**config.mk**
```make
export PLATFORM = sky130hd
export DESIGN_NAME = alarm_controller
export DESIGN_NICKNAME = d
export VERILOG_FILES = /design/src/rtl/alarm_controller.sv
export SDC_FILE = /design/constraint.sdc
export NUM_CORES = 1
export LEC_CHECK = 0
export CAP_MARGIN = 0
export CORE_MARGIN = 2
export CORE_UTILIZATION = 35
export DETAILED_ROUTE_END_ITERATION = 7
export PLACE_DENSITY = 0.6
export SLEW_MARGIN = 20
export SYNTH_ARGS = -nofsm -noshare
export SYNTH_HDL_FRONTEND = slang
export SYNTH_SLANG_ARGS = --single-unit
```
**constraint.sdc**
```tcl
create_clock -name clk_in -period 2.65 [get_ports clk_in]
set_input_delay 0.3975 -clock clk_in [delete_from_list [all_inputs] [get_ports clk_in]]
set_output_delay 0.3975 -clock clk_in [all_outputs]
set_load 0.05 [all_outputs]
```
**src/rtl/alarm_controller.sv**
```systemverilog
// alarm_controller: mode sequencer, alarm time register and ring/snooze
// control for the alarm clock. It sits between the debounced buttons and
// the BCD timekeeping chain.
module alarm_controller #(
    parameter int unsigned RING_SECS   = 60,
    parameter int unsigned SNOOZE_SECS = 300,
    parameter int unsigned SET_TIMEOUT = 30,
    parameter int unsigned ALARM_RST_H = 7
) (
    input  logic       clk_in,
    input  logic       reset,
    input  logic       tick,
    input  logic [1:0] cur_hh,
    input  logic [3:0] cur_hl,
    input  logic [3:0] cur_mh,
    input  logic [3:0] cur_ml,
    input  logic       btn_mode,
    input  logic       btn_hour,
    input  logic       btn_min,
    input  logic       btn_snooze,
    output logic       inc_hour,
    output logic       inc_min,
    output logic [1:0] al_hh,
    output logic [3:0] al_hl,
    output logic [3:0] al_mh,
    output logic [3:0] al_ml,
    output logic       disp_alarm,
    output logic       blink,
    output logic       armed,
    output logic       buzzer
);

    localparam int unsigned IW = $clog2(SET_TIMEOUT + 1);
    localparam int unsigned RW = $clog2(RING_SECS + 1);
    localparam int unsigned SW = $clog2(SNOOZE_SECS + 1);

    localparam logic [IW-1:0] IDLE_LAST = IW'(SET_TIMEOUT - 1);
    localparam logic [RW-1:0] RING_LAST = RW'(RING_SECS - 1);
    localparam logic [SW-1:0] SNZ_LAST  = SW'(SNOOZE_SECS - 1);
    localparam logic [1:0]    RST_HH    = 2'(ALARM_RST_H / 10);
    localparam logic [3:0]    RST_HL    = 4'(ALARM_RST_H % 10);

    typedef enum logic [2:0] {
        ST_RUN,
        ST_SET_TIME,
        ST_SET_ALARM,
        ST_RINGING,
        ST_SNOOZE
    } state_e;

    state_e        state_q, state_d;
    logic [3:0]    btn_q, btn_d;
    logic [3:0]    btn_prev_q, btn_prev_d;
    logic [IW-1:0] idle_q, idle_d;
    logic [RW-1:0] ring_q, ring_d;
    logic [SW-1:0] snz_q, snz_d;
    logic [1:0]    al_hh_q, al_hh_d;
    logic [3:0]    al_hl_q, al_hl_d;
    logic [3:0]    al_mh_q, al_mh_d;
    logic [3:0]    al_ml_q, al_ml_d;
    logic          armed_q, armed_d;
    logic          match_d_q, match_d_d;
    logic          inc_hour_q, inc_hour_d;
    logic          inc_min_q, inc_min_d;
    logic          buzzer_q, buzzer_d;
    logic          blink_q, blink_d;
    logic          disp_alarm_q, disp_alarm_d;

    logic [3:0] press;
    logic       p_mode, p_hour, p_min, p_snooze, p_any;
    logic       match;
    logic       entering, set_next;

    // Button sampling and edge detection; mode press masks all others.
    always_comb begin
        btn_d      = {btn_snooze, btn_min, btn_hour, btn_mode};
        btn_prev_d = btn_q;
        press      = btn_prev_q & ~btn_q;
        p_mode     = press[0];
        p_hour     = press[1] & ~press[0];
        p_min      = press[2] & ~press[0];
        p_snooze   = press[3] & ~press[0];
        p_any      = |press;
        match      = ({cur_hh, cur_hl, cur_mh, cur_ml} == {al_hh_q, al_hl_q, al_mh_q, al_ml_q});
        match_d_d  = match;
    end

    // Next-state, counters, alarm register and registered output values.
    always_comb begin
        state_d    = state_q;
        idle_d     = idle_q;
        ring_d     = ring_q;
        snz_d      = snz_q;
        al_hh_d    = al_hh_q;
        al_hl_d    = al_hl_q;
        al_mh_d    = al_mh_q;
        al_ml_d    = al_ml_q;
        armed_d    = armed_q;
        inc_hour_d = 1'b0;
        inc_min_d  = 1'b0;

        case (state_q)
            ST_RUN: begin
                if (p_mode) begin
                    state_d = ST_SET_TIME;
                end else begin
                    if (p_snooze) armed_d = ~armed_q;
                    if (armed_q && match && !match_d_q) state_d = ST_RINGING;
                end
            end
            ST_SET_TIME: begin
                if (p_mode) begin
                    state_d = ST_SET_ALARM;
                end else if (p_any) begin
                    idle_d     = '0;
                    inc_hour_d = p_hour;
                    inc_min_d  = p_min;
                end else if (tick) begin
                    if (idle_q == IDLE_LAST) state_d = ST_RUN;
                    else idle_d = idle_q + 1'b1;
                end
            end
            ST_SET_ALARM: begin
                if (p_mode) begin
                    state_d = ST_RUN;
                end else if (p_any) begin
                    idle_d = '0;
                    if (p_hour) begin
                        if (al_hh_q == 2'd2 && al_hl_q == 4'd3) begin
                            al_hh_d = '0;
                            al_hl_d = '0;
                        end else if (al_hl_q == 4'd9) begin
                            al_hl_d = '0;
                            al_hh_d = al_hh_q + 2'd1;
                        end else begin
                            al_hl_d = al_hl_q + 4'd1;
                        end
                    end
                    if (p_min) begin
                        if (al_ml_q == 4'd9) begin
                            al_ml_d = '0;
                            al_mh_d = (al_mh_q == 4'd5) ? 4'd0 : al_mh_q + 4'd1;
                        end else begin
                            al_ml_d = al_ml_q + 4'd1;
                        end
                    end
                end else if (tick) begin
                    if (idle_q == IDLE_LAST) state_d = ST_RUN;
                    else idle_d = idle_q + 1'b1;
                end
            end
            ST_RINGING: begin
                if (p_mode) begin
                    state_d = ST_RUN;
                end else if (p_snooze) begin
                    state_d = ST_SNOOZE;
                end else if (tick) begin
                    if (ring_q == RING_LAST) state_d = ST_RUN;
                    else ring_d = ring_q + 1'b1;
                end
            end
            ST_SNOOZE: begin
                if (p_mode) begin
                    state_d = ST_RUN;
                end else if (tick) begin
                    if (snz_q == SNZ_LAST) state_d = ST_RINGING;
                    else snz_d = snz_q + 1'b1;
                end
            end
            default: state_d = ST_RUN;
        endcase

        // Every state change reloads all counters, so a press that coincides
        // with a terminal count leaves the new state with a fresh count.
        entering = (state_d != state_q);
        if (entering) begin
            idle_d = '0;
            ring_d = '0;
            snz_d  = '0;
        end

        set_next = (state_d == ST_SET_TIME) || (state_d == ST_SET_ALARM);
        if (!set_next || entering) blink_d = 1'b1;
        else if (tick)             blink_d = ~blink_q;
        else                       blink_d = blink_q;

        if (state_d != ST_RINGING) buzzer_d = 1'b0;
        else if (entering)         buzzer_d = 1'b1;
        else if (tick)             buzzer_d = ~buzzer_q;
        else                       buzzer_d = buzzer_q;

        disp_alarm_d = (state_d == ST_SET_ALARM);
    end

    // State register with synchronous active-low reset.
    always_ff @(posedge clk_in) begin
        if (!reset) begin
            state_q      <= ST_RUN;
            btn_q        <= '1;
            btn_prev_q   <= '1;
            idle_q       <= '0;
            ring_q       <= '0;
            snz_q        <= '0;
            al_hh_q      <= RST_HH;
            al_hl_q      <= RST_HL;
            al_mh_q      <= '0;
            al_ml_q      <= '0;
            armed_q      <= 1'b0;
            match_d_q    <= 1'b0;
            inc_hour_q   <= 1'b0;
            inc_min_q    <= 1'b0;
            buzzer_q     <= 1'b0;
            blink_q      <= 1'b1;
            disp_alarm_q <= 1'b0;
        end else begin
            state_q      <= state_d;
            btn_q        <= btn_d;
            btn_prev_q   <= btn_prev_d;
            idle_q       <= idle_d;
            ring_q       <= ring_d;
            snz_q        <= snz_d;
            al_hh_q      <= al_hh_d;
            al_hl_q      <= al_hl_d;
            al_mh_q      <= al_mh_d;
            al_ml_q      <= al_ml_d;
            armed_q      <= armed_d;
            match_d_q    <= match_d_d;
            inc_hour_q   <= inc_hour_d;
            inc_min_q    <= inc_min_d;
            buzzer_q     <= buzzer_d;
            blink_q      <= blink_d;
            disp_alarm_q <= disp_alarm_d;
        end
    end

    assign inc_hour   = inc_hour_q;
    assign inc_min    = inc_min_q;
    assign al_hh      = al_hh_q;
    assign al_hl      = al_hl_q;
    assign al_mh      = al_mh_q;
    assign al_ml      = al_ml_q;
    assign disp_alarm = disp_alarm_q;
    assign blink      = blink_q;
    assign armed      = armed_q;
    assign buzzer     = buzzer_q;

endmodule

```
==> results of run 1 <==
## cell usage after synthesis (3+ instances only)
| library cell | number |
|---|---|
| a211o_1 | 3 |
| a21oi_1 | 9 |
| a21oi_2 | 4 |
| and2_1 | 3 |
| and2b_1 | 3 |
| and3_1 | 3 |
| buf_2 | 5 |
| dfxtp_1 | 52 |
| ha_1 | 6 |
| inv_1 | 4 |
| mux2i_1 | 3 |
| nand2_1 | 16 |
| nand2b_1 | 17 |
| nand3_1 | 8 |
| nand4_1 | 8 |
| nor2_1 | 28 |
| nor2_2 | 16 |
| nor2b_1 | 6 |
| nor3_1 | 6 |
| nor4_1 | 4 |
| o211a_1 | 3 |
| o21ai_0 | 9 |
| or3_1 | 5 |
| xnor2_1 | 12 |
| xor2_1 | 23 |
## stage by stage
stage	hold slack [ns]	util (%)	setup TNS (ns)	worst slack, ns
3_3_place_gp	0.4094	44.70	-1.109	-0.06713
6_report	0.4341	46.22	0	0.2072
5_1_grt	0.4559	46.22	0	0.02460
4_1_cts	0.4414	46.22	0	0.2013
2_1_floorplan	0.4013	-	0	0.3323
3_5_place_dp	0.4152	44.70	-1.123	-0.06482
## layer usage
metal | track usage [%] | vias up | part of all wire [%]
li1 | - | 1124 | -
met1 | 15.92 | 985 | 47
met2 | 23.41 | 52 | 46
met3 | 3.071 | 10 | 5.2
met4 | 5.177 | 0 | 1.8
met5 | 0 | - | 0
## where the power goes
group / internal, mW / switching (mW)
registers: 0.792 / 0.0100
logic: 0.0868 / 0.0920
clock network: 0.280 / 0.265
total: 1.16 / 0.367
## sequential cells by signal, indices dropped and copies added (netlist names)
signal and cells:
buzzer 1, btn_prev_d 4, ring_q 6, al_hh 2, idle_q 5, al_hl 4
armed 1, match_d_q 1, state_q 3, al_mh 4, btn_prev_q 4, blink 1
al_ml 4, inc_min 1, snz_q 9, inc_hour 1, disp_alarm 1
## layout make-up
type	instances	area share, %
Clock buffer	5	2.031
Clock inverter	3	1.256
Inverter	5	0.5539
Multi-Input combinational cell	226	46.05
Sequential cell	52	30.72
Tap cell	99	3.656
Timing Repair Buffer	56	15.73
## worst max-delay path, stage by stage (launching register included)
cell and delay (ns):
dfxtp_1 0.38, ha_1 0.26, nand2b_1 0.09, nor4_1 0.30, buf_4 0.18, nand3_1 0.07
a31oi_1 0.33, a2111oi_0 0.15, o221ai_2 0.31, buf_4 0.22, a21oi_2 0.04
## cells by family (layout without fill, tap and decap cells)
| family | Yosys count | after routing | synth area share [%] |
|---|---|---|---|
| simple gates | 140 | 140 | 30.73 |
| compound gates | 42 | 42 | 12.14 |
| xor+xnor | 35 | 35 | 11.44 |
| mux | 3 | 3 | 1.121 |
| flops | 52 | 52 | 38.86 |
| buf+inv | 15 | 69 | 2.895 |
| fa+ha+maj | 6 | 6 | 2.802 |
## worst paths after layout
| check | cells after the start | end | startpoint |
|---|---|---|---|
| max | 10 | idle_q[4]$_SDFFE_PP0P_ | snz_q[0]$_SDFFE_PP0P_ |
| min | 1 | btn_prev_q[2]$_SDFF_PN1_ | btn_prev_d[2]$_SDFF_PN1_ |
| max reg2reg | 10 | idle_q[4]$_SDFFE_PP0P_ | snz_q[0]$_SDFFE_PP0P_ |
| min reg2reg | 1 | btn_prev_q[2]$_SDFF_PN1_ | btn_prev_d[2]$_SDFF_PN1_ |
==> key figures, run 1 <==
Status
  • Status: complete, no violations

Die
  • Starting Density: 36.54%
  • Die W: 91.49 um
  • Site Rows: 31
  • DIE AREA: ~8400 um2
  • Overall die height: 91.49 um
  • Core area: 7331 um2
  • IO Pins: 41

CTS
  • Max clock buf depth: 2
  • Worst-path clk slew: 0.10 ns
  • CTS H-tree depth: 2
  • Total clock sinks: between 50 and 60
  • Clock root buffer: clkbuf_8
  • Clk_lat worst skew: 0.31 ns
  • CTS buffer count: 5
  • # hold bufs at CTS: 0
  • PostCTS Resize Cnt: 0
  • CTS tree: done
  • Post-CTS setup repair buffer count: 0

Synthesis
  • Synth unique cells: 54
  • Area share of the largest cell type after synthesis: 38.86%
  • Cells after synthesis: 293
  • Top cells by area, synth: dfxtp_1, xor2_1, nand2b_1
  • Ys flop type: dfxtp_1
  • Synth area leader: dfxtp_1
  • Ys Warns: 0
  • EDFF count, synth: 0
  • Post-synthesis async set-or-reset flop share: 0%
  • Post-Syn Nets: 320
  • FF+latch count, synth: 52
  • Sequential area share after synthesis: between 30% and 40%
  • Cell Area, Synth: 2679 um2
  • Synth Area per Inst: between 9 and 10 um2

Placement
  • Final Wtd Congestion: about 0.79
  • Placed insts: 438
  • Port bufs: 40
  • Post-DP Area: 3277 um2
  • DP HPWL: 4.052 mm

Worst setup path
  • R2r setup slk: 0.21 ns
  • Critical path class: flip-flop to flip-flop
  • CP Launch Type: flip-flop
  • Arrival @ worst endpoint: between 2 and 3 ns
  • WP data required: 2.85 ns
  • CP max FO: 5
  • Crit end category: flip-flop

Cells and area
  • Area grow syn2layout: 26.48%
  • Share of layout cells above drive strength 1: between 15 and 20%
  • Final Non-Filler Cells: 446
  • N_diodes: 0
  • Commonest non-fill, non-tap cells in the layout: dfxtp_1, clkdlybuf4s50_1, nor2_1, xor2_1, nand2b_1
  • Commonest non-fill, non-tap cell in the layout: dfxtp_1
  • Reg area: 1041 um2
  • Final nets: around 370
  • Fill count: 688
  • Area of the multi-input gates: about 1600 um2
  • Design area: 3388 um2

Timing
  • Worst slew pin tran: 0.5583 ns
  • Fmax achieved: 0.4094 GHz
  • Final period utilization: between 90% and 100%
  • Hold Fails Final Rpt: 0
  • Final Setup Violations: 0
  • Max_slew headroom: about three fifths
  • Fin crit period: 2.443 ns
  • RSZ-0062 raised after global routing: false
  • Slew Viols, Final: 0
  • Worst Skew: 0.009947 ns

Global routing
  • Gr ovfl total: 0
  • Vias in the first global route: 2164
  • Total GRT Usage: 13.44%
  • First-pass GRT wire length: 9.370 mm
  • Largest net degree at the start of global routing: 17
  • Initial antenna violation count: 0

Drt
  • DRT Pass-1 Iters: 4
  • Remaining design rule violation count: 0
  • ANT nets after route: 0
  • Drt wl/cell: 12.05 um
  • Routed wire length: approximately 5.4 mm
  • 1st-iter DRT viols: 81
  • DR vias: about 2200
  • Vias per std cell: 4.868

Hold path
  • HP Class: flip-flop to flip-flop

Power and ir drop
  • Peak VDD IR: 0.1754 mV
  • Leakage: 1.211 nW
  • Pwr/cell area: 450.1 nW/um2
  • Total power: 1.525 mW

Flow run
  • Max-cap violation count: 0
Power figures use the tool's default switching activity.
==> run 2: changes to the inputs <==
--- a/config.mk
+++ b/config.mk
@@ -7,9 +7,10 @@
 export LEC_CHECK = 0
 export CAP_MARGIN = 0
 export CORE_MARGIN = 2
-export CORE_UTILIZATION = 35
+export CORE_UTILIZATION = 60
 export DETAILED_ROUTE_END_ITERATION = 7
-export PLACE_DENSITY = 0.6
+export DONT_BUFFER_PORTS = 1
+export PLACE_DENSITY = 0.8
 export SLEW_MARGIN = 20
 export SYNTH_ARGS = -nofsm -noshare
 export SYNTH_HDL_FRONTEND = slang
==> run 2 against run 1 <==
Critical path depth is 2 lower. Register-to-register slack hardly changed. Die area is 40% lower. Maximum frequency is 0.54% higher. Global-route usage is 8.1 points higher. Clock power is 27% lower. Sequential power is 0.9% higher. Sequential share of layout area is 5.0 points higher. Final cell count is 19% lower. Highest routed layer unchanged. Utilization is 21 points higher. Setup slack better by 0.013 ns. First-iteration DRC count is 8.6% lower.
==> key figures, run 2 (synthesized netlist as in run 1, its figures left out) <==
Status
  • Status: complete, no violations (unchanged)

Drt
  • ANT nets after route: 0 (unchanged)
  • DR vias: 2086 (was 2171)
  • DRT Pass-1 Iters: 4 (unchanged)
  • Drt wl/cell: 14.21 um (was 12.05 um)
  • Remaining design rule violation count: 0 (unchanged)
  • 1st-iter DRT viols: 74 (was 81)
  • Vias per std cell: 5.778 (was 4.868)
  • Routed wire length: 5.129 mm (was 5.376 mm)

CTS
  • # hold bufs at CTS: 0 (unchanged)
  • Total clock sinks: 52 (unchanged)
  • CTS H-tree depth: 2 (unchanged)
  • Post-CTS setup repair buffer count: 0 (unchanged)
  • PostCTS Resize Cnt: 0 (unchanged)
  • CTS tree: done (unchanged)
  • Worst-path clk slew: 0.08 ns (was 0.10 ns)
  • Max clock buf depth: 2 (unchanged)
  • CTS buffer count: 5 (unchanged)
  • Clock root buffer: clkbuf_8 (unchanged)
  • Clk_lat worst skew: 0.29 ns (was 0.31 ns)

Cells and area
  • Largest register FFs: 9 (unchanged)
  • Commonest non-fill, non-tap cells in the layout: dfxtp_1, nor2_1, xor2_1, buf_4, nand2b_1 (was dfxtp_1, clkdlybuf4s50_1, nor2_1, xor2_1, nand2b_1)
  • N_diodes: 0 (unchanged)
  • Share of layout cells above drive strength 1: 19.74% (was 17.00%)
  • Final nets: 338 (was 373)
  • Commonest non-fill, non-tap cell in the layout: dfxtp_1 (unchanged)
  • Area grow syn2layout: 8.687% (was 26.48%)
  • Largest regs: snz_q (9), ring_q (6), idle_q (5) (unchanged)
  • Largest reg by FF count: snz_q (unchanged)

Placement
  • Port bufs: 0 (was 40)
  • DP Worst Slack: 0.2417 ns (was -0.06482 ns)
  • DP HPWL: 3.852 mm (was 4.052 mm)
  • Final Wtd Congestion: 0.8685 (was 0.7899)

Worst setup path
  • Critical path class: flip-flop to flip-flop (unchanged)
  • Slowest stage cell on the critical path: nor2b_1 (was dfxtp_1)
  • WP buf/inv: 1 (was 2)
  • R2r setup slk: 0.22 ns (was 0.21 ns)
  • CP Launch Type: flip-flop (unchanged)
  • CP startpoint: btn_prev_q[0]$_SDFF_PN1_ (was snz_q[0]$_SDFFE_PP0P_)
  • Setup crit end: snz_q[8]$_SDFFE_PP0P_ (was idle_q[4]$_SDFFE_PP0P_)
  • Critical path cell sequence: nor2b_1 > nor2_1 > o211a_1 > a311o_1 > a2111oi_4 > o221ai_2 > buf_4 > nor2_2 (was ha_1 > nand2b_1 > nor4_1 > buf_4 > nand3_1 > a31oi_1 > a2111oi_0 > o221ai_2 > buf_4 > a21oi_2)
  • CP top delay family: compound AO/OA/AOI/OAI gates (unchanged)
  • Crit end category: flip-flop (unchanged)
  • CP peak stage delay: 0.39 ns (was 0.38 ns)
  • R2R depth: 8 (was 10)
  • CP max FO: 13 (was 5)
  • Arrival @ worst endpoint: 2.67 ns (was 2.64 ns)
  • Instance count on the critical path: 8 (was 10)
  • WP data required: 2.89 ns (was 2.85 ns)
  • Worst R2R End: snz_q[8]$_SDFFE_PP0P_ (was idle_q[4]$_SDFFE_PP0P_)
  • RR Startpoint: btn_prev_q[0]$_SDFF_PN1_ (was snz_q[0]$_SDFFE_PP0P_)

Timing
  • Worst setup margin: 0.2204 ns (was 0.2072 ns)
  • Final period utilization: 91.68% (was 92.18%)
  • RSZ-0062 raised after global routing: false (unchanged)
  • Worst Skew: 0.004087 ns (was 0.009947 ns)
  • Max_slew headroom: 54.38% (was 61.82%)
  • Worst slew pin tran: 0.6771 ns (was 0.5583 ns)
  • Fin crit period: 2.430 ns (was 2.443 ns)
  • Final Setup Violations: 0 (unchanged)
  • Slew Viols, Final: 0 (unchanged)
  • Fmax achieved: 0.4116 GHz (was 0.4094 GHz)
  • Setup TNS: 0 ns (unchanged)
  • Hold Fails Final Rpt: 0 (unchanged)

Global routing
  • Largest net degree at the start of global routing: 17 (unchanged)
  • Initial antenna violation count: 0 (unchanged)
  • Vias in the first global route: 1994 (was 2164)
  • First-pass GRT wire length: 8.749 mm (was 9.370 mm)
  • Gr ovfl total: 0 (unchanged)
  • Total GRT Usage: 21.56% (was 13.44%)

Die
  • Starting Density: 61.95% (was 36.54%)
  • Site Rows: 24 (was 31)
  • IO Pins: 41 (unchanged)
  • DIE AREA: 5015 um2 (was 8370 um2)
  • Die W: 70.82 um (was 91.49 um)
  • Overall die height: 70.82 um (was 91.49 um)
  • Core area: 4324 um2 (was 7331 um2)

Power and ir drop
  • Pwr/cell area: 454.9 nW/um2 (was 450.1 nW/um2)
  • Leakage: 1.064 nW (was 1.211 nW)
  • Peak VDD IR: 0.2784 mV (was 0.1754 mV)

Flow run
  • Max-cap violation count: 0 (unchanged)

Hold path
  • HP Class: input pin to flip-flop (was flip-flop to flip-flop)
## run 2: cell count changes in the layout (fill, tap and decap cells not counted)
cell	change
buf_4	+6
clkdlybuf4s50_1	-40
clkinvlp_4	-1
bufinv_16	-1
clkinv_2	-1
buf_12	-1
## run 2: routing by layer
layer	up-vias	share of wire, %	GRT usage, %
met4	0	0.70	6.080
met3	4	6.5	5.556
met2	59	48	36.66
met1	970	45	27.13
met5	-	0	0
li1	1053	-	-
## run 2: cell type report
class                   count  area [um2]
multi-input cells         226        1560
fillers                   374        1413
flip-flops and latches     52        1041
repair buffers             21       157.7
clock buffers               5       68.82
well taps                  52       65.06
inverters                   5       18.77
## run 2: per-stage QoR
stage	power (mW)	cell area (um2)	std cells	util (%)	hold slack, ns
after floorplan	0.9240	2679	293	-	0.4013
after global placement	0.9408	2843	356	65.74	0.4117
after detailed placement	0.9444	2843	356	65.74	0.4218
after CTS	1.342	2912	361	67.33	0.1607
after global routing	1.383	2912	361	67.33	0.1570
final	1.324	2912	361	67.33	0.1698
## run 2: power by group
part           leakage (nW)  switching, mW  internal [mW]
Clock                0.0359          0.227          0.171
Combinational         0.607         0.0720         0.0455
Sequential            0.421         0.0170          0.792
Total                  1.06          0.317           1.01
## run 2: how the worst min path moves through the flow
| stage | start | to | slack [ns] | cells after the start |
|---|---|---|---|---|
| after floorplan | btn_prev_d[1]$_SDFF_PN1_ | btn_prev_q[1]$_SDFF_PN1_ | 0.40 | 1 |
| after global placement | btn_prev_d[1]$_SDFF_PN1_ | btn_prev_q[1]$_SDFF_PN1_ | 0.41 | 1 |
| after detailed placement | btn_prev_d[2]$_SDFF_PN1_ | btn_prev_q[2]$_SDFF_PN1_ | 0.42 | 1 |
| after CTS | reset | btn_prev_d[1]$_SDFF_PN1_ | 0.16 | 1 |
| after global routing | reset | btn_prev_q[2]$_SDFF_PN1_ | 0.16 | 1 |
| final | reset | btn_prev_d[1]$_SDFF_PN1_ | 0.17 | 1 |
==> run 3: changes to the inputs <==
--- a/config.mk
+++ b/config.mk
@@ -5,6 +5,7 @@
 export SDC_FILE = /design/constraint.sdc
 export NUM_CORES = 1
 export LEC_CHECK = 0
+export ABC_AREA = 1
 export CAP_MARGIN = 0
 export CORE_MARGIN = 2
 export CORE_UTILIZATION = 60
==> run 3 against run 2 <==
First-iteration DRC count rose by 61%. Global-route usage rose by 0.58 points. Worst hold slack got worse by 0.0074 ns. Register-to-register slack improved by 0.29 ns. Critical path depth rose by 5. Sequential power fell by 1%. Setup slack improved by 0.29 ns. Combinational power fell by 14%. Critical path type unchanged. Critical endpoint is now snz_q[3]$_SDFFE_PP0P_. Largest cell class unchanged. Highest routed layer unchanged.
==> key figures, run 3 <==
Timing
  • RSZ-0062 raised after global routing: false (unchanged)
  • Worst slew pin tran: 0.5644 ns (was 0.6771 ns)
  • Fmax achieved: 0.4664 GHz (was 0.4116 GHz)
  • Final period utilization: 80.91% (was 91.68%)
  • Fin crit period: 2.144 ns (was 2.430 ns)
  • Setup TNS: 0 ns (unchanged)
  • Hold Fails Final Rpt: 0 (unchanged)
  • Worst Skew: 0.006739 ns (was 0.004087 ns)
  • Slew Viols, Final: 0 (unchanged)
  • Final Setup Violations: 0 (unchanged)
  • Max_slew headroom: 62.14% (was 54.38%)

Drt
  • Vias per std cell: 5.177 (was 5.778)
  • ANT nets after route: 0 (unchanged)
  • DRT Pass-1 Iters: 4 (unchanged)
  • DR vias: 2454 (was 2086)
  • Routed wire length: 5.425 mm (was 5.129 mm)
  • Remaining design rule violation count: 0 (unchanged)
  • Drt wl/cell: 11.45 um (was 14.21 um)
  • 1st-iter DRT viols: 119 (was 74)

Global routing
  • First-pass GRT wire length: 9.439 mm (was 8.749 mm)
  • Total GRT Usage: 22.13% (was 21.56%)
  • Gr ovfl total: 0 (unchanged)
  • Largest net degree at the start of global routing: 21 (was 17)
  • Vias in the first global route: 2347 (was 1994)
  • Initial antenna violation count: 0 (unchanged)

Worst setup path
  • Critical path cell sequence: ha_1 > nand3_1 > nor2_1 > nand3_2 > nand2_1 > nand2_1 > o21ai_1 > nand2_1 > nand2_1 > nand2_1 > inv_1 > nand3_4 > nor2_2 (was nor2b_1 > nor2_1 > o211a_1 > a311o_1 > a2111oi_4 > o221ai_2 > buf_4 > nor2_2)
  • CP Launch Type: flip-flop (unchanged)
  • CP max FO: 20 (was 13)
  • CP peak stage delay: 0.40 ns (was 0.39 ns)
  • Critical path class: flip-flop to flip-flop (unchanged)
  • WP data required: 2.89 ns (about the same)
  • Slowest stage cell on the critical path: dfxtp_1 (was nor2b_1)
  • Crit end category: flip-flop (unchanged)
  • CP most frequent cell: nand2_1
  • WP buf/inv: 1 (unchanged)
  • Arrival @ worst endpoint: 2.38 ns (was 2.67 ns)
  • CP top delay family: simple AND/OR/NAND/NOR gates (was compound AO/OA/AOI/OAI gates)

Synthesis
  • Synth unique cells: 41 (was 54)
  • Synth Area per Inst: 7.199 um2 (was 9.143 um2)
  • Ys flop type: dfxtp_1 (unchanged)
  • Combinational family with the most area after synthesis: simple AND/OR/NAND/NOR gates (unchanged)
  • Most frequent cell after synthesis: nand2_1 (was dfxtp_1)
  • Synth area leader: dfxtp_1 (unchanged)
  • Post-synthesis compound-gate area fraction: 6.874% (was 12.14%)
  • Sequential area share after synthesis: 35.97% (was 38.86%)
  • Area share of the largest cell type after synthesis: 35.97% (was 38.86%)
  • Cell Area, Synth: 2894 um2 (was 2679 um2)
  • EDFF count, synth: 0 (unchanged)
  • Commonest cells post-synth: nand2_1, inv_1, dfxtp_1 (was dfxtp_1, nor2_1, xor2_1)
  • Cells after synthesis: 402 (was 293)
  • FF+latch count, synth: 52 (unchanged)
  • Post-Synth Simple-Gate Area: 36.96% (was 30.73%)
  • Post-Syn Nets: 429 (was 320)
  • Synth Area in Adders: 2.594% (was 2.802%)
  • Ys Warns: 0 (unchanged)
  • Top cells by area, synth: dfxtp_1, nand2_1, inv_1 (was dfxtp_1, xor2_1, nand2b_1)
  • Post-synthesis async set-or-reset flop share: 0% (unchanged)
  • Xor and xnor area share after synthesis: 5.447% (was 11.44%)
  • Mux contribution to synthesized area: 0.7350% (was 1.121%)

CTS
  • Clk_lat worst skew: 0.30 ns (was 0.29 ns)
  • CTS buffer count: 5 (unchanged)
  • Worst-path clk slew: 0.09 ns (was 0.08 ns)
  • Clock root buffer: clkbuf_8 (unchanged)
  • Total clock sinks: 52 (unchanged)
  • CTS H-tree depth: 2 (unchanged)
  • Max clock buf depth: 2 (unchanged)
  • # hold bufs at CTS: 0 (unchanged)
  • CTS tree: done (unchanged)

Cells and area
  • Largest register FFs: 9 (unchanged)
  • N_diodes: 0 (unchanged)
  • Final nets: 446 (was 338)
  • Commonest non-fill, non-tap cells in the layout: nand2_1, inv_1, dfxtp_1, nor2_1, nor2_2 (was dfxtp_1, nor2_1, xor2_1, buf_4, nand2b_1)
  • Area grow syn2layout: 8.301% (was 8.687%)
  • Largest reg by FF count: snz_q (unchanged)
  • Largest regs: snz_q (9), ring_q (6), idle_q (5) (unchanged)
  • Fill count: 392 (was 374)
  • Commonest non-fill, non-tap cell in the layout: nand2_1 (was dfxtp_1)
  • Share of layout cells above drive strength 1: 20.95% (was 19.74%)
  • Design area: 3134 um2 (was 2912 um2)

Placement
  • Post-DP Area: 3037 um2 (was 2843 um2)
  • Port bufs: 0 (unchanged)
  • Final Wtd Congestion: 0.8654 (was 0.8685)
  • DP HPWL: 4.008 mm (was 3.852 mm)

Die
  • Site Rows: 25 (was 24)
  • Starting Density: 61.68% (was 61.95%)
  • Overall die height: 73.45 um (was 70.82 um)
  • Core area: 4692 um2 (was 4324 um2)
  • Die W: 73.45 um (was 70.82 um)
  • DIE AREA: 5395 um2 (was 5015 um2)
  • IO Pins: 41 (unchanged)

Hold path
  • HP Class: input pin to flip-flop (unchanged)

Power and ir drop
  • Peak VDD IR: 0.2151 mV (was 0.2784 mV)
  • Leakage: 1.376 nW (was 1.064 nW)
  • Total power: 1.348 mW (was 1.324 mW)
  • Pwr/cell area: 430.2 nW/um2 (was 454.9 nW/um2)

Status
  • Status: complete, no violations (unchanged)

Flow run
  • Max-cap violation count: 0 (unchanged)
-- run 3: cell count changes after synthesis, moves of 6 or more --
cell and delta:
inv_1 +62, inv_2 +9, nand2_1 +69, nand2b_1 -17, nand3_1 +10, nor2_1 +7
nor2_2 +11, nor2b_1 -6, xnor2_1 -6, xor2_1 -11
-- run 3: stage by stage --
step	util, %	cells	worst slack, ns	hold slack (ns)
global route	66.80	474	0.2507	0.1504
detailed placement	64.72	466	0.3489	0.4135
global placement	64.72	466	0.4892	0.4138
floorplan	-	402	0.5743	0.3991
CTS	66.64	474	0.2793	0.1510
finish	66.80	474	0.5059	0.1624
-- run 3: where the power goes --
part	total, mW	internal, mW	switching (mW)
combinational	0.101	0.0310	0.0695
sequential	0.797	0.789	0.00792
clock	0.450	0.213	0.237
total	1.35	1.03	0.315
-- run 3: cells by family after synthesis --
| kind of cell | Yosys count |
|---|---|
| DFF | 52 |
| adders and majority gates | 6 |
| muxes | 2 |
| and+or+nand+nor | 208 |
| buffers and inverters | 83 |
| AOI/OAI and AO/OA | 33 |
| xor gates and xnor gates | 18 |
-- run 3: routing by layer --
layer / up-vias / global-route usage, % / wire [um]
li1: 1273 / - / -
met1: 1101 / 25.53 / 2319
met2: 65 / 38.19 / 2647
met3: 15 / 5.761 / 321
met4: 0 / 9.899 / 136
met5: - / 0 / 0
-- run 3: layout make-up --
| cell class | count | area [um2] | share of cell area [%] |
|---|---|---|---|
| Multi-Input combinational cell | 267 | 1530 | 48.82 |
| Sequential cell | 52 | 1041 | 33.21 |
| Inverter | 78 | 292.8 | 9.341 |
| Timing Repair Buffer | 15 | 112.6 | 3.593 |
| Clock buffer | 8 | 90.09 | 2.874 |
| Tap cell | 54 | 67.56 | 2.156 |
-- run 3: repair_timing --
action | in CTS | in global routing
gates resized for setup | 0 | 1
endpoints found under the setup margin | 0 | 1
setup buffers | 0 | 0
hold endpoints to repair | 0 | 0
-- run 3: final timing paths --
check	startpoint	endpoint	slack [ns]	depth (start not counted)
worst max register to register	idle_q[0]$_SDFFE_PP0P_	snz_q[3]$_SDFFE_PP0P_	0.51	13
worst max-delay path	idle_q[0]$_SDFFE_PP0P_	snz_q[3]$_SDFFE_PP0P_	0.51	13
worst min register to register	btn_prev_d[1]$_SDFF_PN1_	btn_prev_q[1]$_SDFF_PN1_	0.43	2
worst min-delay path	reset	btn_prev_q[1]$_SDFF_PN1_	0.16	1
-- run 3: worst reg2reg max path: cells and delay by family, from the launching register on --
kind                     cells  cell delay, ns
AND/OR/NAND/NOR             10            1.21
flip-flops                   1            0.40
AO/OA/AOI/OAI                1            0.19
adder cells (fa/ha/maj)      1            0.17
buffers and inverters        1            0.10
